==> config.mk <==
export PLATFORM = sky130hd
export DESIGN_NAME = msrv32_pc_gen
export DESIGN_NICKNAME = d
export VERILOG_FILES = /design/src/rtl/msrv32_pc_gen.sv
export SDC_FILE = /design/constraint.sdc
export NUM_CORES = 1
export LEC_CHECK = 0
export ABC_AREA = 1
export CAP_MARGIN = 20
export CELL_PAD_IN_SITES_DETAIL_PLACEMENT = 0
export CELL_PAD_IN_SITES_GLOBAL_PLACEMENT = 2
export CORE_MARGIN = 10
export CORE_UTILIZATION = 21
export CTS_BUF_LIST = sky130_fd_sc_hd__clkbuf_16
export CTS_CLUSTER_SIZE = 28
export DETAILED_ROUTE_END_ITERATION = 8
export GPL_ROUTABILITY_DRIVEN = 0
export HOLD_SLACK_MARGIN = 0.12
export PLACE_DENSITY = 0.76
export SYNTH_ARGS = -nofsm -noshare
export SYNTH_HDL_FRONTEND = slang
export SYNTH_SLANG_ARGS = --single-unit
==> constraint.sdc <==
create_clock -name clk_in -period 1.65 [get_ports clk_in]
set_input_delay 0.165 -clock clk_in [delete_from_list [all_inputs] [get_ports clk_in]]
set_output_delay 0.165 -clock clk_in [all_outputs]
set_load 0.01 [all_outputs]
==> src/rtl/msrv32_pc_gen.sv <==
// Program-counter generator: picks the next fetch address (trap, mret, branch or sequential),
// holds the architectural PC, and buffers redirects that arrive while the fetch port is stalled.
module msrv32_pc_gen #(
    parameter logic [31:0] BOOT_ADDRESS = 32'h0000_0000
) (
    input  logic        clk_in,
    input  logic        rst_n_in,
    input  logic        instr_valid_in,
    input  logic        branch_taken_in,
    input  logic [31:0] iadder_in,
    input  logic        trap_taken_in,
    input  logic [31:0] trap_address_in,
    input  logic        mret_in,
    input  logic [31:0] epc_in,
    input  logic        ahb_ready_in,
    output logic [31:0] i_addr_out,
    output logic        imem_req_out,
    output logic [31:0] pc_out,
    output logic [31:0] pc_plus_4_out,
    output logic        misaligned_instr_out,
    output logic [31:0] misaligned_tval_out,
    output logic [1:0]  state_out
);

    typedef enum logic [1:0] {
        BOOT = 2'd0,
        RUN  = 2'd1,
        HOLD = 2'd2
    } state_t;

    state_t      state;
    logic [31:0] pend_addr;
    logic [31:0] tgt;
    logic        branch_req;
    logic        branch_ok;
    logic        misaligned;
    logic        redirect;
    logic [31:0] run_addr;

    assign tgt           = {iadder_in[31:1], 1'b0};
    assign pc_plus_4_out = pc_out + 32'd4;
    assign branch_req    = instr_valid_in & branch_taken_in;

    // A misaligned branch only counts when it would actually have won arbitration.
    assign misaligned = (state == RUN) & ~trap_taken_in & ~mret_in & branch_req & tgt[1];
    assign branch_ok  = branch_req & ~tgt[1];
    assign redirect   = trap_taken_in | mret_in | branch_ok;

    always_comb begin
        run_addr = pc_plus_4_out;
        if (trap_taken_in)
            run_addr = trap_address_in;
        else if (mret_in)
            run_addr = epc_in;
        else if (branch_ok)
            run_addr = tgt;
    end

    always_comb begin
        i_addr_out = BOOT_ADDRESS;
        case (state)
            RUN:     i_addr_out = run_addr;
            HOLD:    i_addr_out = pend_addr;
            default: i_addr_out = BOOT_ADDRESS;
        endcase
    end

    // Fetch is requested whenever the core is out of reset.
    assign imem_req_out         = rst_n_in;
    assign misaligned_instr_out = misaligned;
    assign state_out            = state;

    always_ff @(posedge clk_in or negedge rst_n_in) begin
        if (!rst_n_in) begin
            state               <= BOOT;
            pc_out              <= BOOT_ADDRESS;
            pend_addr           <= 32'd0;
            misaligned_tval_out <= 32'd0;
        end else begin
            if (misaligned)
                misaligned_tval_out <= tgt;
            case (state)
                BOOT: begin
                    if (ahb_ready_in) begin
                        pc_out <= BOOT_ADDRESS;
                        state  <= RUN;
                    end
                end
                RUN: begin
                    if (ahb_ready_in) begin
                        pc_out <= run_addr;
                    end else if (redirect) begin
                        pend_addr <= run_addr;
                        state     <= HOLD;
                    end
                end
                HOLD: begin
                    if (trap_taken_in)
                        pend_addr <= trap_address_in;
                    if (ahb_ready_in) begin
                        pc_out <= pend_addr;
                        state  <= RUN;
                    end
                end
                default: state <= BOOT;
            endcase
        end
    end

endmodule
==> results of run 1 <==
[per-layer routing]
layer	GRT usage, %	vias up	wire length [um]	part of all wire, %
li1	-	4321	-	-
met1	23.5	4169	16400	44
met2	28.7	204	18000	48
met3	4.11	26	2420	6.5
met4	3.93	2	558	1.5
met5	0	-	18	0.048
[state kept, by name, summed over array words and instances, names as in the netlist]
name and flops:
pc_out 32, pend_addr 32, misaligned_tval_out 31, state_out 2
[worst register-to-register path, stage by stage (launching register included)]
cell and delay, ns:
dfrtp_2 0.42, ha_4 0.16, nand2_4 0.05, nor2_4 0.15
nand2_4 0.14, o21ai_0 0.30, nand3_2 0.10, nand2_2 0.10
nand2_4 0.07, nand3_4 0.09, a21oi_4 0.06, buf_4 0.13
buf_4 0.12, buf_4 0.11, nand2_1 0.05, nand2_1 0.04
[cells in the mapped netlist (10+ instances only)]
| library cell | number | area share, % |
|---|---|---|
| nand2_1 | 339 | 19 |
| dfrtp_1 | 97 | 36 |
| a21oi_1 | 96 | 7.2 |
| o21ai_0 | 84 | 6.3 |
| inv_1 | 77 | 4.3 |
| nand3_1 | 69 | 5.2 |
| nor2_1 | 45 | 2.5 |
| o21ai_1 | 33 | 2.5 |
| clkbuf_1 | 24 | 1.4 |
| or2_2 | 24 | 2.3 |
| buf_2 | 15 | 1.1 |
| buf_4 | 10 | 1.1 |
[per-stage QoR]
stage / hold slack, ns / instances / TNS [ns] / utilization [%] / setup slack, ns
after detailed placement: 0.358 / 1809 / -75.75 / 36.1 / -0.898
final: 0.400 / 1949 / -59.66 / 47.1 / -0.787
after global routing: 0.405 / 1947 / -75.94 / 47.0 / -0.926
after floorplan: -0.131 / 996 / -1.22 / - / -0.128
after CTS: 0.388 / 1924 / -60.90 / 42.3 / -0.861
after global placement: 0.355 / 1809 / -72.77 / 36.1 / -0.905
[path summary, 6_finish.rpt]
kind | start | endpoint
hold reg to reg | misaligned_tval_out[13]$_DFFE_PN0P_ | misaligned_tval_out[13]$_DFFE_PN0P_
max in group asynchronous | rst_n_in | pc_out[19]$_DFFE_PN0P_
hold / removal | iadder_in[28] | misaligned_tval_out[28]$_DFFE_PN0P_
min in group asynchronous | rst_n_in | pc_out[0]$_DFFE_PN0P_
setup reg to reg | pc_out[3]$_DFFE_PN0P_ | pc_out[18]$_DFFE_PN0P_
setup / recovery | pc_out[2]$_DFFE_PN0P_ | i_addr_out[23]
[cells by family after synthesis]
group,after synthesis,synth area share (%)
compound gates,238,19.0
xor+xnor,6,1.02
fa+ha+maj,5,0.940
buf+inv,138,8.75
flops,97,36.5
other cells,1,0.0564
simple gates,511,33.8
[layout make-up]
class	count	area (um2)	area share, %
multi-input cells	761	5320	36.0
clock inverters	7	61.3	0.415
flip-flops and latches	97	2450	16.6
well taps	402	503	3.40
clock buffers	9	225	1.52
diodes	2	5.00	0.0339
repair buffers	587	5850	39.6
inverters	84	364	2.46
[timing repair]
| item | 4_1_cts | 5_1_grt |
|---|---|---|
| hold buffers | 1 | 0 |
| endpoints found under the hold margin | 97 | 0 |
| gates cloned | 1 | 12 |
| pin swaps | 92 | 144 |
| setup endpoints to repair | 179 | 187 |
| gates resized for setup | 567 | 329 |
| buffers inserted | 108 | 68 |
[report_power, final]
group          total, mW  leakage, nW  internal, mW  switching [mW]
Combinational       16.6         5.89          8.50            8.14
Sequential          4.35         1.23          3.53           0.823
Clock               2.22        0.140          1.06            1.16
Total               23.2         7.26          13.1            10.1
[cells in the final DEF (no fill, tap or decap), types with 14 or more instances in the layout]
cell | synthesis | routed
buf_2 | 15 | 28
o21ai_0 | 84 | 37
o21ai_2 | 4 | 16
nor2_1 | 45 | 22
a21oi_1 | 96 | 53
dlymetal6s2s_1 | 0 | 27
nand3_4 | 0 | 14
nor2_2 | 5 | 15
buf_4 | 10 | 217
clkbuf_16 | 0 | 18
nand2_1 | 339 | 205
nor2_4 | 9 | 22
nand2_4 | 3 | 59
clkdlybuf4s50_1 | 0 | 136
nand2_2 | 9 | 85
nand3_2 | 2 | 44
buf_6 | 1 | 128
o21ai_1 | 33 | 56
a21oi_2 | 5 | 42
buf_12 | 0 | 22
dfrtp_2 | 0 | 17
inv_1 | 77 | 67
dfrtp_1 | 97 | 80
or2_2 | 24 | 23
==> impl_results.md, run 1 <==
* Largest fanout on the critical path at 3
* Initial antenna violation count at 2
* Port bufs at 232
* Drt wl/cell at 19.2 um
* Layout cells sized above 1 at 53.1%
* RSZ-0062 raised after global routing: true
* Core ar. at 31400 um2
* Mapped Cells at 996
* CP most frequent cell: buf_6
* Die width at 198 um
* Die height at 198 um
* Critical path launch point type: register
* Synth Cell Area at 6650 um2
* Clk Latency, worst-skew pair at 0.37 ns
* Core Rows at 65
* Placed cell areas at 11300 um2
* Cell Pwr Density at 1570 nW/um2
* Fin area at 14800 um2
* First-pass GRT wire length at 53.1 mm
* Pwr Total at 23.2 mW
* Setup Skew at 0.0121 ns
* Hold depth at 3
* Synthesized flop and latch total at 97
* Final wirelength at 37.3 mm
* IO Pins at 235
* Post-synthesis sequential area ratio at 36.5%
* Layout area overhead at 122%
* Worst min path class: in2reg
* Min Tclk post-route at 2.44 ns
* Slew margin rel. at 59.6%
* Final Hold Fails at 0
* Top delay family on crit path: simple AND/OR/NAND/NOR gates
* Final number of max-transition violations at 0
* R2R setup slack at -0.54 ns
* Ys flop type: dfrtp_1
* Clk slew on worst S/H paths at 0.08 ns
* CP arrival at 2.27 ns
* Routed Antenna Nets at 0
* Vias per cell at 4.48
* Buf+Inv Stages, Crit Path at 5
* Worst vdd ir at 840 uV
* Synthesized area per cell at 6.68 um2
* Post-synth cell types at 39
* Max H-tree Level at 3
* Via Count at 8722
* Dpl hpwl at 26.1 mm
* CTS buffer count at 9
* CP Capture Type: output port
* Vias in the first global route at 8770
* Asr flop ratio synth at 100%
* CP cell instances: buf_6, inv_4, nor2_4, nand2_4, nor2_4, buf_6, buf_6, nand3_4, nand3_2, nand2_2, nand2_4, nand3_2, a21oi_2, buf_2
* Root Driver: clkbuf_16
* Status: complete, but fails checks
* Total grt overflow at 0
* Worst Setup Path Type: reg2out
* Syn_nets at 1104
* Fmax at 410 MHz
* Crit. path cell count at 14
* Drt drc at 0
* Leak at 7.26 nW
* Max cap viols at 0
* CTS max path bufs at 2
* Measured slew at the worst slew-check pin at 0.606 ns
* Yosys warns at 0
* Final period util at 148%
* CTS tree: done
* Setup Viol. Count Final at 156
* Initial core utilization at 21.2%
* First DRT Iteration DRCs at 396
* Router iterations before antenna repair at 5
* Reg2Reg Depth at 15
* Failing checks: setup timing
* Post-synth EDFFs at 0
* Die area at 39200 um2
* Worst EP required at 1.48 ns
* Worst path max stage delay at 0.41 ns
* Layout net count at 1648
* GRT Total Usage at 17.7%
* Setup slack after layout at -0.787 ns
* Largest net degree at the start of global routing at 98
* Num Clock Sinks at 97
* Slowest-stage cell, CP: dfrtp_2
* Fill count at 3071
Power figures use the tool's default switching activity.
==> run 2: changes to the inputs <==
--- a/config.mk
+++ b/config.mk
@@ -17,6 +17,8 @@
 export GPL_ROUTABILITY_DRIVEN = 0
 export HOLD_SLACK_MARGIN = 0.12
 export PLACE_DENSITY = 0.76
+export REMOVE_ABC_BUFFERS = 1
 export SYNTH_ARGS = -nofsm -noshare
 export SYNTH_HDL_FRONTEND = slang
 export SYNTH_SLANG_ARGS = --single-unit
+export TNS_END_PERCENT = 20
==> run 2 against run 1 <==
  * The flow still finishes with violations (setup timing)
  * Flip-flop and latch count stayed put
  * Setup slack worse by 0.0086 ns
  * Die area stayed put
  * Wire length is 9.3% lower
  * Via count is 5.8% lower
  * Core utilization is 8.4 points lower
  * Power is 18% lower
  * Combinational power is 24% lower
  * Critical path depth is 2 lower
  * Clock power is 3% lower
  * Sequential share of layout area is 3.5 points higher
  * Critical path type unchanged
  * Critical endpoint is now i_addr_out[9]
  * Largest power group unchanged
==> impl_results.md, run 2 (synthesis results as in run 1) <==
* Status: complete, but fails checks
* Failing checks: setup timing
* M1 wire length at 15.2 mm
* Drt drc at 0
* First-pass GRT wire length at 50.8 mm
* Wire length on met3 at 2.24 mm
* Via Count at 8218
* Pwr Total at 19.1 mW
* Int Power at 10.4 mW
* Initial core utilization at 21.2%
* Most common cell after layout, fill and taps aside: nand2_1
* RSZ-0062 raised after global routing: true
* Clk slew on worst S/H paths at 0.08 ns
* Dpl hpwl at 25.6 mm
* Setup slack after layout at -0.796 ns
* Critical path launch point type: register
* Measured slew at the worst slew-check pin at 0.720 ns
* GRT Total Usage at 17.0%
* Worst EP required at 1.48 ns
* Clock network fraction of total power at 11.3%
* R2R setup slack at -0.47 ns
* Final wirelength at 33.9 mm
* Core ar. at 31400 um2
* Initial antenna violation count at 1
* Clk Latency, worst-skew pair at 0.38 ns
* Final period util at 148%
* Vias in the first global route at 8285
* Slew margin rel. at 52.0%
* First DRT Iteration DRCs at 431
* Core Rows at 65
* Fmax at 409 MHz
* CTS tree: done
* Worst Setup Path Type: reg2out
* Largest regs: pc_out x32, pend_addr x32, misaligned_tval_out x31
* Die height at 198 um
* Router iterations before antenna repair at 5
* Largest net degree at the start of global routing at 98
* Max cap viols at 0
* Final number of max-transition violations at 0
* Routed Antenna Nets at 0
* Leak at 6.03 nW
* CTS buffer count at 9
* Layout area overhead at 82.4%
* Min Tclk post-route at 2.45 ns
* Port bufs at 232
* Top Metal Used: met4
* Die width at 198 um
* Root Driver: clkbuf_16
* Gate power share at 66.2%
* Final Hold Fails at 0
* Num Clock Sinks at 97
* Layout net count at 1553
* Sequential share of power at 22.4%
* CP arrival at 2.28 ns
* Most frequent cells in the layout: nand2_1, buf_4, clkdlybuf4s50_1
* Die area at 39200 um2
* Setup Skew at 0.0142 ns
* Routed wl met2 at 15.9 mm
* CTS max path bufs at 2
* Drt wl/cell at 18.3 um
* Worst vdd ir at 941 uV
* Layout cells sized above 1 at 39.0%
* Final setup TNS at -45.56 ns
* Net Sw Frac at 45.4%
* Net Switching at 8.65 mW
* Setup Viol. Count Final at 121
* Cell Pwr Density at 1570 nW/um2
* Vias per cell at 4.43
* Largest fanout on the critical path at 6
* CP Capture Type: output port
* IO Pins at 235
* Max H-tree Level at 3
* Worst min path class: in2async
* Total grt overflow at 0
## run 2: cell types whose count changed in the layout (fill, tap and decap cells not counted), sizes merged
cell / change
buf: -88
dlygate4sd2: +21
dlymetal6s2s: -20
clkbuf: -7
inv: +3
clkinv: -2
bufbuf: -1
clkinvlp: -1
diode: -1
## run 2: power by group through the flow
| stage | clock (mW) | sequential (mW) | combinational [mW] |
|---|---|---|---|
| 6_report | 2.16 | 4.28 | 12.6 |
| 3_5_place_dp | 0 | 4.27 | 12.2 |
| 2_1_floorplan | 0 | 4.66 | 3.97 |
| 4_1_cts | 2.25 | 4.24 | 12.4 |
| 5_1_grt | 2.32 | 4.41 | 13.8 |
| 3_3_place_gp | 0 | 4.25 | 12.2 |
## run 2: final cells by class
| cell class | instances | area [um2] |
|---|---|---|
| antenna | 1 | 2.50 |
| clock buffer | 9 | 225 |
| clock inverter | 7 | 46.3 |
| fill | 3361 | 19300 |
| inverter | 84 | 328 |
| multi-input combinational | 761 | 4320 |
| sequential | 97 | 2430 |
| tap | 402 | 503 |
| timing repair buffer | 492 | 4280 |
## run 2: per-stage QoR
step                      hold WS, ns  instances  setup WS, ns  util, %  instance area (um2)
after floorplan                -0.131        942         -1.83        -                 6390
after global placement          0.316       1791        -0.906     35.2                11000
after detailed placement        0.317       1791        -0.900     35.2                11000
after CTS                       0.353       1832        -0.888     37.3                11700
after global routing            0.379       1853        -0.936     38.7                12100
final                           0.352       1853        -0.796     38.7                12100
## run 2: worst max-delay path: stages (launching register included)
cell and delay, ns:
dfrtp_1 0.37, buf_4 0.13, inv_2 0.05, nor2_4 0.18, nand2_4 0.14, buf_4 0.17
buf_6 0.11, xnor2_4 0.14, o21ai_1 0.08, nand2_1 0.10, nand3_1 0.09, a21oi_2 0.18
buf_2 0.16
## run 2: layer usage
metal,global-route usage (%),vias up
met2,27.9,223
li1,-,4116
met3,4.21,22
met1,21.9,3857
met4,4.30,0
met5,0,-
## run 2: worst paths after layout
kind	depth (start not counted)	endpoint	startpoint
setup / recovery	12	i_addr_out[9]	pc_out[2]$_DFFE_PN0P_
hold / removal	3	misaligned_tval_out[24]$_DFFE_PN0P_	rst_n_in
setup reg to reg	15	pc_out[9]$_DFFE_PN0P_	pc_out[2]$_DFFE_PN0P_
hold reg to reg	2	misaligned_tval_out[4]$_DFFE_PN0P_	misaligned_tval_out[4]$_DFFE_PN0P_
max in group asynchronous	3	pc_out[24]$_DFFE_PN0P_	rst_n_in
min in group clk_in	3	misaligned_tval_out[16]$_DFFE_PN0P_	iadder_in[16]
## run 2: timing repair
| item | 4_1_cts | 5_1_grt |
|---|---|---|
| setup buffers | 24 | 20 |
| resized for setup | 356 | 118 |
| pin swaps | 51 | 59 |
| hold buffers | 1 | 0 |
| endpoints found under the setup margin | 180 | 165 |
| hold endpoints to repair | 97 | 0 |
